File: config.mk
export PLATFORM = sky130hd
export DESIGN_NAME = mem_port_arbiter
export DESIGN_NICKNAME = d
export VERILOG_FILES = /design/src/rtl/mem_ctrl_pkg.sv /design/src/rtl/rr_arbiter2.sv /design/src/rtl/mem_port_arbiter.sv
export SDC_FILE = /design/constraint.sdc
export NUM_CORES = 1
export LEC_CHECK = 0
export CAP_MARGIN = 20
export CORE_MARGIN = 2
export CORE_UTILIZATION = 45
export CTS_CLUSTER_SIZE = 25
export DETAILED_ROUTE_END_ITERATION = 10
export PLACE_DENSITY = 0.75
export SLEW_MARGIN = 0
export SYNTH_ARGS = -nofsm -noshare
export SYNTH_HDL_FRONTEND = slang
export SYNTH_SLANG_ARGS = --single-unit
File: constraint.sdc
create_clock -name i_clk -period 2.3 [get_ports i_clk]
set_clock_uncertainty 0.15 [all_clocks]
set_input_delay 0.46 -clock i_clk [delete_from_list [all_inputs] [get_ports i_clk]]
set_output_delay 0.46 -clock i_clk [all_outputs]
set_load 0.05 [all_outputs]
File: src/rtl/mem_ctrl_pkg.sv
// Shared types and constants for the register-file port controller and its arbiter.
package mem_ctrl_pkg;

    localparam int MEM_ADDR_W = 4;
    localparam int MEM_DATA_W = 4;
    localparam int MEM_DEPTH  = 2 ** MEM_ADDR_W;

    typedef enum logic [2:0] {
        IDLE    = 3'd0,
        SETUP   = 3'd1,
        STROBE  = 3'd2,
        RELEASE = 3'd3,
        DONE    = 3'd4
    } state_e;

    typedef struct packed {
        logic                  we;
        logic [MEM_ADDR_W-1:0] addr;
        logic [MEM_DATA_W-1:0] wdata;
    } mem_req_t;

    // One-hot pick between two requesters; ptr names the client favoured on a conflict.
    function automatic logic [1:0] rr_pick(input logic [1:0] req, input logic ptr);
        logic [1:0] gnt;
        gnt = 2'b00;
        if (req == 2'b11) begin
            gnt = ptr ? 2'b10 : 2'b01;
        end else begin
            gnt = req;
        end
        return gnt;
    endfunction

endpackage

File: src/rtl/rr_arbiter2.sv
// Two-way round-robin arbiter: combinational one-hot grant, pointer advances on update.
module rr_arbiter2
    import mem_ctrl_pkg::*;
(
    input  logic       i_clk,
    input  logic       i_rst_n,
    input  logic [1:0] i_req,
    input  logic       i_update,
    output logic [1:0] o_gnt
);

    logic r_ptr;

    // Pointer moves to the client that was not just served.
    always_ff @(posedge i_clk) begin
        if (!i_rst_n) begin
            r_ptr <= 1'b0;
        end else if (i_update) begin
            r_ptr <= o_gnt[0];
        end else begin
            r_ptr <= r_ptr;
        end
    end

    // Candidate grant, only acted upon when the caller pulses i_update.
    always_comb begin
        o_gnt = rr_pick(i_req, r_ptr);
    end

endmodule

File: src/rtl/mem_port_arbiter.sv
// Sequencer for an edge-written register file: glitch-safe write strobe, registered
// read data, two-client round-robin arbitration and a whole-array clear sweep.
module mem_port_arbiter
    import mem_ctrl_pkg::*;
#(
    parameter int                ADDR_W    = MEM_ADDR_W,
    parameter int                DATA_W    = MEM_DATA_W,
    parameter logic [DATA_W-1:0] CLR_VALUE = {DATA_W{1'b0}}
)(
    input  logic              i_clk,
    input  logic              i_rst_n,
    input  logic              i_req0,
    input  logic              i_req1,
    input  logic              i_we0,
    input  logic              i_we1,
    input  logic [ADDR_W-1:0] i_addr0,
    input  logic [ADDR_W-1:0] i_addr1,
    input  logic [DATA_W-1:0] i_wdata0,
    input  logic [DATA_W-1:0] i_wdata1,
    output logic              o_gnt0,
    output logic              o_gnt1,
    output logic              o_ack0,
    output logic              o_ack1,
    output logic [DATA_W-1:0] o_rdata,
    input  logic              i_clr_req,
    output logic              o_clr_done,
    output logic              o_busy,
    output logic [ADDR_W-1:0] o_mem_address,
    output logic [DATA_W-1:0] o_mem_data_in,
    output logic              o_mem_write_enable,
    input  logic [DATA_W-1:0] i_mem_data_out
);

    localparam logic [ADDR_W-1:0] ADDR_ONE = {{(ADDR_W-1){1'b0}}, 1'b1};

    state_e            r_state, w_state_nxt;
    logic              r_is_clr, r_is_wr, r_owner;
    logic [ADDR_W-1:0] r_cnt;
    logic [1:0]        w_arb_gnt;
    logic              w_accept, w_start_clr, w_to_done;
    mem_req_t          w_sel_req;

    logic              r_gnt0, r_gnt1, r_ack0, r_ack1, r_clr_done, r_busy, r_mem_we;
    logic [ADDR_W-1:0] r_mem_addr, w_mem_addr_nxt;
    logic [DATA_W-1:0] r_mem_data, w_mem_data_nxt, r_rdata, w_rdata_nxt;

    assign w_start_clr = (r_state == IDLE) && i_clr_req;
    assign w_accept    = (r_state == IDLE) && !i_clr_req && (|w_arb_gnt);
    assign w_to_done   = (w_state_nxt == DONE) && (r_state != DONE);

    rr_arbiter2 u_arb (
        .i_clk   (i_clk),
        .i_rst_n (i_rst_n),
        .i_req   ({i_req1, i_req0}),
        .i_update(w_accept),
        .o_gnt   (w_arb_gnt)
    );

    // Request fields of whichever client the arbiter currently favours.
    always_comb begin
        if (w_arb_gnt[1]) begin
            w_sel_req = '{we: i_we1, addr: i_addr1, wdata: i_wdata1};
        end else begin
            w_sel_req = '{we: i_we0, addr: i_addr0, wdata: i_wdata0};
        end
    end

    // State register.
    always_ff @(posedge i_clk) begin
        if (!i_rst_n) begin
            r_state <= IDLE;
        end else begin
            r_state <= w_state_nxt;
        end
    end

    // Next-state logic; the sweep loops SETUP->STROBE->RELEASE until the counter saturates.
    always_comb begin
        w_state_nxt = r_state;
        case (r_state)
            IDLE: begin
                if (w_start_clr || w_accept) w_state_nxt = SETUP;
                else                         w_state_nxt = IDLE;
            end
            SETUP: begin
                if (r_is_clr || r_is_wr) w_state_nxt = STROBE;
                else                     w_state_nxt = DONE;
            end
            STROBE:  w_state_nxt = RELEASE;
            RELEASE: begin
                if (r_is_clr && !(&r_cnt)) w_state_nxt = SETUP;
                else                       w_state_nxt = DONE;
            end
            DONE:    w_state_nxt = IDLE;
            default: w_state_nxt = IDLE;
        endcase
    end

    // Transaction context latched on accept; sweep counter advances after each clear write.
    always_ff @(posedge i_clk) begin
        if (!i_rst_n) begin
            r_is_clr <= 1'b0;
            r_is_wr  <= 1'b0;
            r_owner  <= 1'b0;
            r_cnt    <= {ADDR_W{1'b0}};
        end else if (w_start_clr) begin
            r_is_clr <= 1'b1;
            r_is_wr  <= 1'b0;
            r_cnt    <= {ADDR_W{1'b0}};
        end else if (w_accept) begin
            r_is_clr <= 1'b0;
            r_is_wr  <= w_sel_req.we;
            r_owner  <= w_arb_gnt[1];
        end else if (r_state == RELEASE && r_is_clr) begin
            r_cnt    <= r_cnt + ADDR_ONE;
        end else begin
            r_cnt    <= r_cnt;
        end
    end

    // Memory bus only moves on entry to SETUP, never alongside a strobe edge.
    always_comb begin
        w_mem_addr_nxt = r_mem_addr;
        w_mem_data_nxt = r_mem_data;
        if (w_state_nxt == SETUP) begin
            if (w_accept) begin
                w_mem_addr_nxt = w_sel_req.addr;
                w_mem_data_nxt = w_sel_req.wdata;
            end else if (w_start_clr) begin
                w_mem_addr_nxt = {ADDR_W{1'b0}};
                w_mem_data_nxt = CLR_VALUE;
            end else begin
                w_mem_addr_nxt = r_cnt + ADDR_ONE;
                w_mem_data_nxt = CLR_VALUE;
            end
        end else begin
            w_mem_addr_nxt = r_mem_addr;
            w_mem_data_nxt = r_mem_data;
        end
        if (r_state == SETUP && !r_is_wr && !r_is_clr) begin
            w_rdata_nxt = i_mem_data_out;
        end else begin
            w_rdata_nxt = r_rdata;
        end
    end

    // Output registers.
    always_ff @(posedge i_clk) begin
        if (!i_rst_n) begin
            r_gnt0     <= 1'b0;
            r_gnt1     <= 1'b0;
            r_ack0     <= 1'b0;
            r_ack1     <= 1'b0;
            r_clr_done <= 1'b0;
            r_busy     <= 1'b0;
            r_mem_we   <= 1'b0;
            r_mem_addr <= {ADDR_W{1'b0}};
            r_mem_data <= {DATA_W{1'b0}};
            r_rdata    <= {DATA_W{1'b0}};
        end else begin
            r_gnt0     <= w_accept && w_arb_gnt[0];
            r_gnt1     <= w_accept && w_arb_gnt[1];
            r_ack0     <= w_to_done && !r_is_clr && !r_owner;
            r_ack1     <= w_to_done && !r_is_clr && r_owner;
            r_clr_done <= w_to_done && r_is_clr;
            r_busy     <= (w_state_nxt != IDLE);
            r_mem_we   <= (w_state_nxt == STROBE);
            r_mem_addr <= w_mem_addr_nxt;
            r_mem_data <= w_mem_data_nxt;
            r_rdata    <= w_rdata_nxt;
        end
    end

    assign o_gnt0             = r_gnt0;
    assign o_gnt1             = r_gnt1;
    assign o_ack0             = r_ack0;
    assign o_ack1             = r_ack1;
    assign o_clr_done         = r_clr_done;
    assign o_busy             = r_busy;
    assign o_mem_write_enable = r_mem_we;
    assign o_mem_address      = r_mem_addr;
    assign o_mem_data_in      = r_mem_data;
    assign o_rdata            = r_rdata;

endmodule
==> summary.txt <==
Worst Tran Pin Value: 0.7026 ns
Async S/R FF share, synth: 0
Iter 0 DRT Violations: 41
Via count: 1303
WP data arrival: 1.49 ns
Main flop type after synthesis: dfxtp_1
# diodes: 0
Critical Path RT: 1.69 ns
Number of synthesis warnings: 0
Clk root buf: clkbuf_4
WP buf/inv: 1
Core Rows: 20
Cell chain of the critical path: clkdlybuf4s50_1
Clock transition at the registers of the reported paths: 0.09 ns
DRC Markers: 0
Pwr dens: 771.7 nW/um2
Reg-to-reg critical path startpoint: r_state[2]
Hold Buf Count CTS: 0
Post-synth EDFFs: 0
DR pass1 iterations: 4
Htree depth: 2
Gr usage total: 0.2142
Outcome: complete, no violations
Flop2flop setup slack: 0.38 ns
Design Power: 1.546 mW
Syn avg cell area: 8.959 um2
Post-DRT Antenna Nets: 0
Placer Congestion: 0.8202
Synthesized area: 1398 um2
Hold Crit Depth: 2
Final Non-Filler Cells: 244
Top Ports: 46
Syn_nets: 184
Worst Hold End: o_ack1
Overflow after GRT: 0
CP Depth: 1
Crit path max-delay family: buffers and inverters
Most frequent cell after synthesis: dfxtp_1
Clk buf depth: 2
Initial antenna violation count: 0
Area growth syn-to-layout: 43.33%
Final Hold Slack: 0.3042 ns
HP Class: reg -> reg
Routed len/inst: 14.14 um
Yosys reg bits: 30
Chip Height: 59.73 um
CTS tree: done
Slew Limit Headroom: 0.5277
Synth top area share: 0.4297
Synth Instances: 156
Worst Path Max Fanout: 2
Max stage delay on crit path: 0.82 ns
Final Hold Viols: 0
Fin util: 0.6671
Share of cells above drive strength 1: 0.1137
Fin. max-slew vios: 0
FF-to-FF End: o_mem_address[3]
Max Freq: 475.8 MHz
Post-route clock period utilization: 0.9139
Worst Setup End Kind: output port
Leakage: 0.7414 nW
Post-synthesis cell type count: 39
First-pass GRT wire length: 5651 um
Critical Setup Path Class: reg -> out
Critical path launch point type: flip-flop
Cts repair resizes: 0
Most area-consuming cells after synthesis: dfxtp_1, o211ai_1, a21oi_1, mux2i_1, nand2_1
Worst Reg-to-Reg Cells: 4
CTS Buf Count: 5
CP max-delay cell: clkdlybuf4s50_1
# port buffers: 45
Post-DP HPWL: 2675 um
Vias/cell: 5.340
Post-synth top cells: dfxtp_1, nand2_1, nor2_1
Hold Crit Start: r_owner
Post-synth top area cell: dfxtp_1
Setup violations, final: 0
TritonCTS Sinks: 30
Core region area: 3003 um2
Vias in the first global route: 1290
Final WL: 3449 um
Post-Place Cells: 237
Unrepaired setup endpoints after global routing: false
Final min period: 2.102 ns
Peak VDD IR: 424.7 uV
Clock Latency Late Sink: 0.33 ns
Pin count of the biggest net entering global routing: 12
Initial Util: 0.4654
Die area: 3568 um2
Max cap viols: 0
Net count reported at finish: 239
Post-CTS Setup Repair Bufs: 0
Die X: 59.73 um
Sequential area share after synthesis: 0.4297
state kept, by name, indices dropped and copies added (netlist names), 3 cells and up:
signal         cells
o_mem_address      4
r_cnt              4
o_mem_data_in      4
o_rdata            4
r_state            3
layout by cell type, fill, tap and decap left out, types with 7 or more instances in the layout:
cell,count
a21oi_1,10
and2_1,7
buf_4,10
clkdlybuf4s50_1,45
dfxtp_1,30
nand2_1,12
nor2_1,11
nor2b_1,7
o211ai_1,9
o21ai_0,8
power breakdown:
group	switching, mW	internal (mW)	total (mW)	leakage, nW
clock network	0.176	0.253	0.429	0.0443
logic	0.287	0.212	0.498	0.452
registers	0.0465	0.572	0.619	0.245
total	0.509	1.04	1.55	0.741
kinds of logic (layout without fill, tap and decap cells):
| family | count (synthesis) | count (layout) | synth area share |
|---|---|---|---|
| flops | 30 | 30 | 0.4297 |
| buf+inv | 12 | 67 | 0.04386 |
| fa+ha+maj | 1 | 1 | 0.008951 |
| xor+xnor | 5 | 5 | 0.03134 |
| mux | 5 | 5 | 0.03581 |
| simple gates | 55 | 55 | 0.2113 |
| compound gates | 48 | 48 | 0.2390 |
through the flow:
step	area [um2]	setup slack (ns)	TNS, ns
4_1_cts	2003	0.1870	0
6_report	2003	0.1981	0
3_3_place_gp	1922	-0.04992	-0.1591
3_5_place_dp	1922	-0.08751	-0.3790
2_1_floorplan	1398	0.4627	0
5_1_grt	2003	0.1474	0
tightest hold or removal path, delay by kind of cell, from the launching register on:
kind                   cells  cell delay [ns]
flip-flops                 1             0.33
buffers and inverters      1             0.05
AO/OA/AOI/OAI              1             0.04
area by class of cell:
| class | count | area, um2 |
|---|---|---|
| clock buffer | 6 | 51.30 |
| clock inverter | 1 | 30.03 |
| fill | 258 | 999.7 |
| inverter | 5 | 18.77 |
| multi-input combinational | 114 | 735.7 |
| sequential | 30 | 600.6 |
| tap | 33 | 41.29 |
| timing repair buffer | 55 | 525.5 |
metal layers:
metal	up-vias	part of all wire	GRT usage
li1	666	-	-
met1	615	0.44	0.2490
met2	15	0.52	0.3773
met3	7	0.026	0.04762
met4	0	0.016	0.08571
met5	-	0	0
worst max path at each step:
stage	slack (ns)	end	from
after CTS	0.19	o_rdata[3]	o_rdata[3]
after detailed placement	-0.09	o_mem_address[3]	i_clr_req
after global routing	0.15	o_mem_address[3]	i_clr_req
final	0.20	o_mem_address[3]	o_mem_address[3]
after floorplan	0.46	u_arb.r_ptr	i_clr_req
after global placement	-0.05	u_arb.r_ptr	i_clr_req
Note: power is estimated with default switching activity, not from simulation.
